[src/rtl/permute_sched_pkg.sv]
// permute_sched_pkg: shared network sizing and FSM state encoding for the permutation sequencer.
package permute_sched_pkg;
    localparam int P   = 2;
    localparam int MAP = 2;
    typedef enum logic [2:0] {S_IDLE, S_RUN, S_WAIT, S_FLUSH, S_DONE} state_t;
endpackage

[src/rtl/permute_sched_if.sv]
// permute_sched_if: control handshake plus read/write address and select buses of the sequencer.
interface permute_sched_if #(
    parameter int N    = 4,
    parameter int SELW = 2,
    parameter int SW   = 3,
    parameter int AW   = 6
);
    logic            start, busy, done, rd_valid, wr_valid;
    logic [SW-1:0]   stage;
    logic [AW-1:0]   rd_addr, wr_addr;
    logic [N*SELW-1:0] sel_out_bus, sel_in_bus;
    modport master(input start, output busy, done, stage, rd_valid, rd_addr, sel_out_bus,
                   wr_valid, wr_addr, sel_in_bus);
    modport slave(output start, input busy, done, stage, rd_valid, rd_addr, sel_out_bus,
                  wr_valid, wr_addr, sel_in_bus);
endinterface

[src/rtl/permute_dly.sv]
// permute_dly: LAT-deep register delay line, cleared asynchronously.
module permute_dly #(
    parameter int W   = 1,
    parameter int LAT = 1
) (
    input  logic         clk,
    input  logic         rst,
    input  logic [W-1:0] d,
    output logic [W-1:0] q
);
    logic [W-1:0] pipe [LAT];
    always_ff @(posedge clk or posedge rst)
        if (rst) begin
            for (int i = 0; i < LAT; i++) pipe[i] <= '0;
        end else begin
            pipe[0] <= d;
            for (int i = 1; i < LAT; i++) pipe[i] <= pipe[i-1];
        end
    assign q = pipe[LAT-1];
endmodule

[src/rtl/permute_sched.sv]
// permute_sched: stage/cycle sequencer issuing rotated gather selects and their LAT-delayed scatter twins.
module permute_sched
    import permute_sched_pkg::*;
#(
    parameter int N      = 2*P,
    parameter int SELW   = MAP,
    parameter int NSTAGE = 8,
    parameter int SW     = 3,
    parameter int AW     = 6,
    parameter int LAT    = 6
) (
    input logic clk,
    input logic rst,
    permute_sched_if.master sif
);
    localparam int GW = $clog2(LAT+1);
    localparam int W  = 1 + AW + N*SELW;
    state_t            state, nxt;
    logic [AW-1:0]     rd_addr;
    logic [SW-1:0]     stage;
    logic [GW-1:0]     gap;
    logic              rd_valid, gap_end, last_beat;
    logic [31:0]       rot;
    logic [N*SELW-1:0] sel_out;
    logic [W-1:0]      dq;
    assign gap_end   = gap == GW'(LAT-1);
    assign last_beat = rd_addr == {AW{1'b1}};
    assign rd_valid  = state == S_RUN;
    always_comb begin
        nxt = state;
        case (state)
            S_IDLE:  nxt = sif.start ? S_RUN : S_IDLE;
            S_RUN:   nxt = !last_beat ? S_RUN : stage == SW'(NSTAGE-1) ? S_FLUSH : S_WAIT;
            S_WAIT:  nxt = gap_end ? S_RUN : S_WAIT;
            S_FLUSH: nxt = gap_end ? S_DONE : S_FLUSH;
            default: nxt = S_IDLE;
        endcase
    end
    always_ff @(posedge clk or posedge rst)
        if (rst) begin
            state   <= S_IDLE;
            rd_addr <= '0;
            stage   <= '0;
            gap     <= '0;
        end else begin
            state   <= nxt;
            rd_addr <= rd_valid ? rd_addr + AW'(1) : '0;
            gap     <= ((state == S_WAIT || state == S_FLUSH) && !gap_end) ? gap + GW'(1) : '0;
            stage   <= nxt == S_IDLE ? '0 : (state == S_WAIT && gap_end) ? stage + SW'(1) : stage;
        end
    // Rotation is formed at 32 bits and masked so every select stays below N.
    assign rot = (32'(stage) + 32'(rd_addr)) & 32'(N-1);
    for (genvar k = 0; k < N; k++) begin : g_rot
        assign sel_out[k*SELW +: SELW] = rd_valid ? SELW'((32'(k) + rot) & 32'(N-1)) : '0;
    end
    permute_dly #(.W(W), .LAT(LAT)) u_dly (
        .clk(clk),
        .rst(rst),
        .d({rd_valid, rd_addr, sel_out}),
        .q(dq)
    );
    assign {sif.wr_valid, sif.wr_addr, sif.sel_in_bus} = dq;
    assign sif.busy        = state != S_IDLE;
    assign sif.done        = state == S_DONE;
    assign sif.stage       = stage;
    assign sif.rd_valid    = rd_valid;
    assign sif.rd_addr     = rd_addr;
    assign sif.sel_out_bus = sel_out;
endmodule

[src/flat_wrapper.sv]
// flat-port wrapper written by rule: the top's interface ports become plain ports
module permute_sched_flat import permute_sched_pkg::*;
#(
    parameter int N      = 2*P,
    parameter int SELW   = MAP,
    parameter int NSTAGE = 8,
    parameter int SW     = 3,
    parameter int AW     = 6,
    parameter int LAT    = 6
)
  (clk, rst, sif_start, sif_busy, sif_done, sif_stage, sif_rd_valid, sif_rd_addr, sif_sel_out_bus, sif_wr_valid, sif_wr_addr, sif_sel_in_bus);
  permute_sched_if #(.N(N), .SELW(SELW), .SW(SW), .AW(AW)) sif_i ();
  input logic clk;
  input logic rst;
  input wire logic [$bits(sif_i.start)-1:0] sif_start;
  output wire logic [$bits(sif_i.busy)-1:0] sif_busy;
  output wire logic [$bits(sif_i.done)-1:0] sif_done;
  output wire logic [$bits(sif_i.stage)-1:0] sif_stage;
  output wire logic [$bits(sif_i.rd_valid)-1:0] sif_rd_valid;
  output wire logic [$bits(sif_i.rd_addr)-1:0] sif_rd_addr;
  output wire logic [$bits(sif_i.sel_out_bus)-1:0] sif_sel_out_bus;
  output wire logic [$bits(sif_i.wr_valid)-1:0] sif_wr_valid;
  output wire logic [$bits(sif_i.wr_addr)-1:0] sif_wr_addr;
  output wire logic [$bits(sif_i.sel_in_bus)-1:0] sif_sel_in_bus;
  assign sif_i.start = sif_start;
  assign sif_busy = sif_i.busy;
  assign sif_done = sif_i.done;
  assign sif_stage = sif_i.stage;
  assign sif_rd_valid = sif_i.rd_valid;
  assign sif_rd_addr = sif_i.rd_addr;
  assign sif_sel_out_bus = sif_i.sel_out_bus;
  assign sif_wr_valid = sif_i.wr_valid;
  assign sif_wr_addr = sif_i.wr_addr;
  assign sif_sel_in_bus = sif_i.sel_in_bus;
  permute_sched #(.N(N), .SELW(SELW), .NSTAGE(NSTAGE), .SW(SW), .AW(AW), .LAT(LAT)) u_core (.clk(clk), .rst(rst), .sif(sif_i));
endmodule
[config.mk]
export PLATFORM = sky130hd
export DESIGN_NAME = permute_sched_flat
export DESIGN_NICKNAME = d
export VERILOG_FILES = /design/src/rtl/permute_sched_pkg.sv /design/src/rtl/permute_sched_if.sv /design/src/rtl/permute_dly.sv /design/src/rtl/permute_sched.sv /design/src/flat_wrapper.sv
export SDC_FILE = /design/constraint.sdc
export NUM_CORES = 1
export LEC_CHECK = 0
export ABC_AREA = 1
export ABC_CLOCK_PERIOD_IN_PS = 3000
export CAP_MARGIN = 0
export CORE_ASPECT_RATIO = 1.1
export CORE_UTILIZATION = 30
export CTS_CLUSTER_DIAMETER = 50
export CTS_CLUSTER_SIZE = 24
export DETAILED_ROUTE_END_ITERATION = 16
export RECOVER_POWER = 50
export REMOVE_ABC_BUFFERS = 1
export SYNTH_ARGS = -nofsm -noshare
export SYNTH_HDL_FRONTEND = slang
export SYNTH_SLANG_ARGS = --single-unit
[constraint.sdc]
create_clock -name clk -period 3 [get_ports clk]
set_clock_uncertainty 0.15 [all_clocks]
set_input_delay 0.45 -clock clk [delete_from_list [all_inputs] [get_ports clk]]
set_output_delay 0.45 -clock clk [all_outputs]
set_load 0.1 [all_outputs]
* Word level (Yosys, flattened, before mapping) *
Index checks and enable logic that the tools add are counted.
W data, S select, Z words.

operators by class
  $mul = 0
  shift-type cells = 0
  bitwise logic cells = 0
  multiplexer cells = 14
  divide/modulo/power cells = 0
  magnitude comparators = 0
  add/subtract/negate cells = 7
  reduce and logical (&&, ||, !) cells = 8
  eq/ne operators = 7

operators by type and width
  cell                   count
  $mux W3                5
  $pmux W3 S4            1
  $mux W2                5
  $eq A3 B3 Y1 const B   3
  $add A3 B1 Y3 const B  2
  $add A6 B1 Y6 const B  1
  $eq A3 B2 Y1 const B   2
  $eq A6 B6 Y1 const B   1
  $logic_not A3 Y1       2
  $mux W6                1
  $add A2 B2 Y2 const A  2
  $eq A3 B1 Y1 const B   1
  $reduce_bool A3 Y1     1
  $add A1 B2 Y2 const A  1
  $add A2 B2 Y2          1
  $logic_and A1 B1 Y1    2
  $mux W1                2
  $reduce_bool A2 Y1     1
  $logic_not A1 Y1       1
  $logic_or A1 B1 Y1     1

storage, ports and cells
  logic and storage cells = 46
  memory bits (read-only) = 0
  latch bits = 0
  memories = 0
  memory bits (writable) = 0
  bits in registers = 105
  input bits = 3

* Longest topological paths before layout *
  depth after elaboration = 6
  depth in mapped cells = 10
  mapped depth without buffers = 10

* Cells and area by module *
A second synthesis with hierarchy kept.

unflattened totals
  cells, all modules = 214
  area total of the unflattened synthesis = 3223.1 um^2

by module, submodules not included
  module         instances  cells an instance  area each (um^2)
  permute_dly    1          106                2368.5
  permute_sched  1          108                854.6

* Worst setup path before layout *
OpenSTA, ideal clock, no wires.

  kind = register -> output
  start = register u_core.state[2]
  end = output port sif_sel_out_bus[4]
  path slack = -1.037 ns
  cell stages (with the launch flop) = 5
  required time = 2.400 ns
  data arrival time = 3.437 ns
  cell sequence = dfrtp_1 nor3_4 inv_2 nor2_1 buf_4

between the ends
  longest elaborated chain between the ends = 2

RTL lines
  what                    RTL line             RTL
  from (decl)             permute_sched.sv:18  state_t state, nxt;
  from (signal assigned)  permute_sched.sv:46  state <= nxt;
  $eq A3 B1 Y1            permute_sched.sv:28  assign rd_valid = state == S_RUN;
  net sif_rd_valid        flat_wrapper.sv:19   output wire logic [$bits(sif_i.rd_valid)-1:0] sif_rd_valid;
  $mux W2                 permute_sched.sv:54  assign sel_out[k*SELW +: SELW] = rd_valid ? SELW'((32'(k) + rot) & 32'(N-1)) : '0;
  to (decl)               flat_wrapper.sv:21   output wire logic [$bits(sif_i.sel_out_bus)-1:0] sif_sel_out_bus;

The timed path passes the listed nets, and every way through them passes these cells.

* Worst setup path after layout *
  start = register u_core.state[2]
  end = output port sif_sel_out_bus[5]

between the ends
  longest elaborated chain between the ends = 2

RTL lines
  what          RTL line
  $eq A3 B1 Y1  permute_sched.sv:28
  $mux W2       permute_sched.sv:54

Every way passes these cells.

==> reports/metrics.cfg <==
[cts]
ctsLongestPathBuffers=2
cts_made_buffers=9
cts-htree-levels=3
cts_sinks=93
worst_skew_pair.late_latency_ps=350
cts-hold-fix-buffers=0
clock_slew_seen_by_the_registers_of_the_worst_setup_and_hold_paths_ps=90
tritoncts=done
post-cts-setup-buffer-count=0
clk_root_buffer_cell=clkbuf_8
post_cts_resized=0

[grt]
vias_in_the_first_global_route=1348
grt.met1_usage_pct=10.5
globalRouteTotalUtil_pct=8.60
number_of_antenna_violations_at_the_first_check_in_global_routing=0
grt-busiest-layer=met2
global_route_met2_utilization_pct=12.5
global_routing_usage_on_met3_pct=5.05
grt_max_degree=49
grt_first_pass_wirelength_mm=6.43
gr-total-overflow=0

[worst_setup_path]
endpoint_kind=output pin
critical_path_class=register to output pin
worstSetupStartpointType=register
regToRegStartpoint=u_core.sif.rd_addr[1]
timing.reg2reg.worst_path_depth=8
rr_endpoint=u_core.sif.stage[1]
cp_data_arrival_time_ps=1920
critical_path.startpoint=u_core.state[2]
timing.critical_path.fanout_max=9
worst_ep_required_time_ps=2400
timing.reg2reg.setup_slack_ps=1300

[synth]
post-synth-top-area-cell=dfrtp_1
postSynth.asyncResetShare_pct=100
mappedNetlistArea_um2=2920
post_synthesis_cells=196
synth-warning-count=0
number_of_synthesized_flops_with_an_enable_pin=0
synth_cell_types=20
yosys-top-cells-area=dfrtp_1 (80%), buf_4 (4.1%), ha_1 (2.6%)
ys_seq_area_share_pct=79.8
postSynthRegisterBits=93
synth_top_cells_by_count=dfrtp_1 (93), nand2_1 (18), nor2_1 (18)
synth_top_cell_area_share_pct=79.8
most_common_cell_in_the_synthesized_netlist=dfrtp_1
synthesis.area_per_instance_um2=14.9
synth_ff_type=dfrtp_1

[min_path]
worst_hold_path.num_cells=0
worst_hold_path_endpoint=u_core.u_dly.pipe[65]
hp-start=u_core.u_dly.pipe[80]
worstHoldPathType=register to register

[final_layout]
drive_above_1_share_pct=27.4
fill_cells=890
postLayoutCoreUtil_pct=36.8
final_area_um2=3450
seq_area_um2=2330
finish.net_count=238
multiInputGateArea_um2=408
synth_to_final_area_change_pct=18.5
diodes=0

[detailed_routing]
number_of_detailed_route_iterations_in_the_first_pass=4
routed_wire_length_per_instance_um=10.7
via_cell_ratio=3.97
wirelength_mm=3.77
vias=1392
drt-initial-drc-count=54
antenna_violating_nets_post_route=0
drt_drc_violations_left=0

[floorplanning]
die_h_um=105
core-area_um2=9400
pin_count=38
design.die.area_um2=10100
std_cell_rows=37
initial_util_pct=31.0
floorplan.die.width_um=96.0

[pwr]
worst_ir_drop_vdd_mv=0.262
report.power.total_uw=2130
pleak_uw=0.00165
powerDensity_nw_per_um2=617

[sta]
fin_tns_setup_ps=0
period_needed_ps=2520
tightestPinTransition_ps=1790
timing.fmax_mhz=396
rsz0062_at_grt=false
maxSlewHeadroom_pct=-19.7
report.final.slew_viol_count=48
setup_viol=0
post-route-period-util_pct=84.1
hold_violations=0

[run_status]
run_status=complete, but fails checks
violations=max-capacitance violations, max-slew violations

[placement]
placed_area_um2=3250
io_buffer_count=37
hpwl_mm=2.47
gp_congestion=0.758

[job]
maxcap_viol_count=1

[layout by cell type, fill, tap and decap left out, drive strengths merged]
| cell type | instances |
|---|---|
| bufinv | 1 |
| clkbuf | 9 |
| ha | 6 |
| nand4 | 2 |
| clkinvlp | 1 |
| xor2 | 2 |
| xnor2 | 2 |
| o21ai | 3 |
| clkdlybuf4s50 | 1 |
| dfrtp | 93 |
| inv | 21 |
| nand2 | 23 |
| a21oi | 6 |
| nor2 | 20 |
| nor3 | 2 |
| nand3 | 5 |
| buf | 36 |
| dlygate4sd3 | 1 |
[cell families (layout without fill, tap and decap cells)]
group	after synthesis	count (layout)	synth area share (%)
buf+inv	32	70	6.18
compound gates	9	9	1.54
flops	93	93	79.8
simple gates	52	52	8.67
xor+xnor	4	4	1.20
fa+ha+maj	6	6	2.58
[flip-flops by register name, summed over array words and instances, names as in the netlist]
register	cells
u_core.gap	3
u_core.sif.rd_addr	6
u_core.sif.stage	3
u_core.state	3
u_core.u_dly.pipe	65
u_core.u_dly.q	13
[worst max-delay path by stage]
stage | slack, ps | to
floorplan | -1730 | sif_sel_out_bus[0]
global placement | 890 | sif_sel_out_bus[3]
detailed placement | 850 | sif_sel_out_bus[5]
CTS | 430 | sif_sel_out_bus[5]
global route | 310 | u_core.u_dly.pipe[82]
finish | 480 | sif_sel_out_bus[5]
[power by group]
part           leakage, uW  switching (uW)  total, uW  internal (uW)
Combinational     0.000497            23.3       28.2           4.89
Clock             0.000105             445        851            405
Sequential         0.00105               0       1250           1250
Total              0.00165             469       2130           1660
[layout make-up]
class	instances	share of cell area, %
clock buffers	9	3.59
clock inverters	7	2.50
inverters	16	1.74
multi-input cells	71	11.8
flip-flops and latches	93	67.4
well taps	117	4.24
repair buffers	38	8.76
[routing by layer]
layer  share of wire [%]  up-vias
li1                    -      655
met1                  44      692
met2                  48       41
met3                 7.8        4
met4                0.66        0
met5                   0        -
[worst max-delay path, cell delays in order (launching register included)]
cell and delay, ps:
dfrtp_1 460, nor3_4 410, inv_2 140, a21oi_1 240, buf_4 340
[per-stage QoR]
step	setup WS (ps)	hold WS, ps	instances
after floorplan	-1730	181	180
after global placement	895	182	335
after global routing	314	202	351
after CTS	431	199	351
final	477	196	351
after detailed placement	847	185	335
Power figures use the tool's default switching activity.
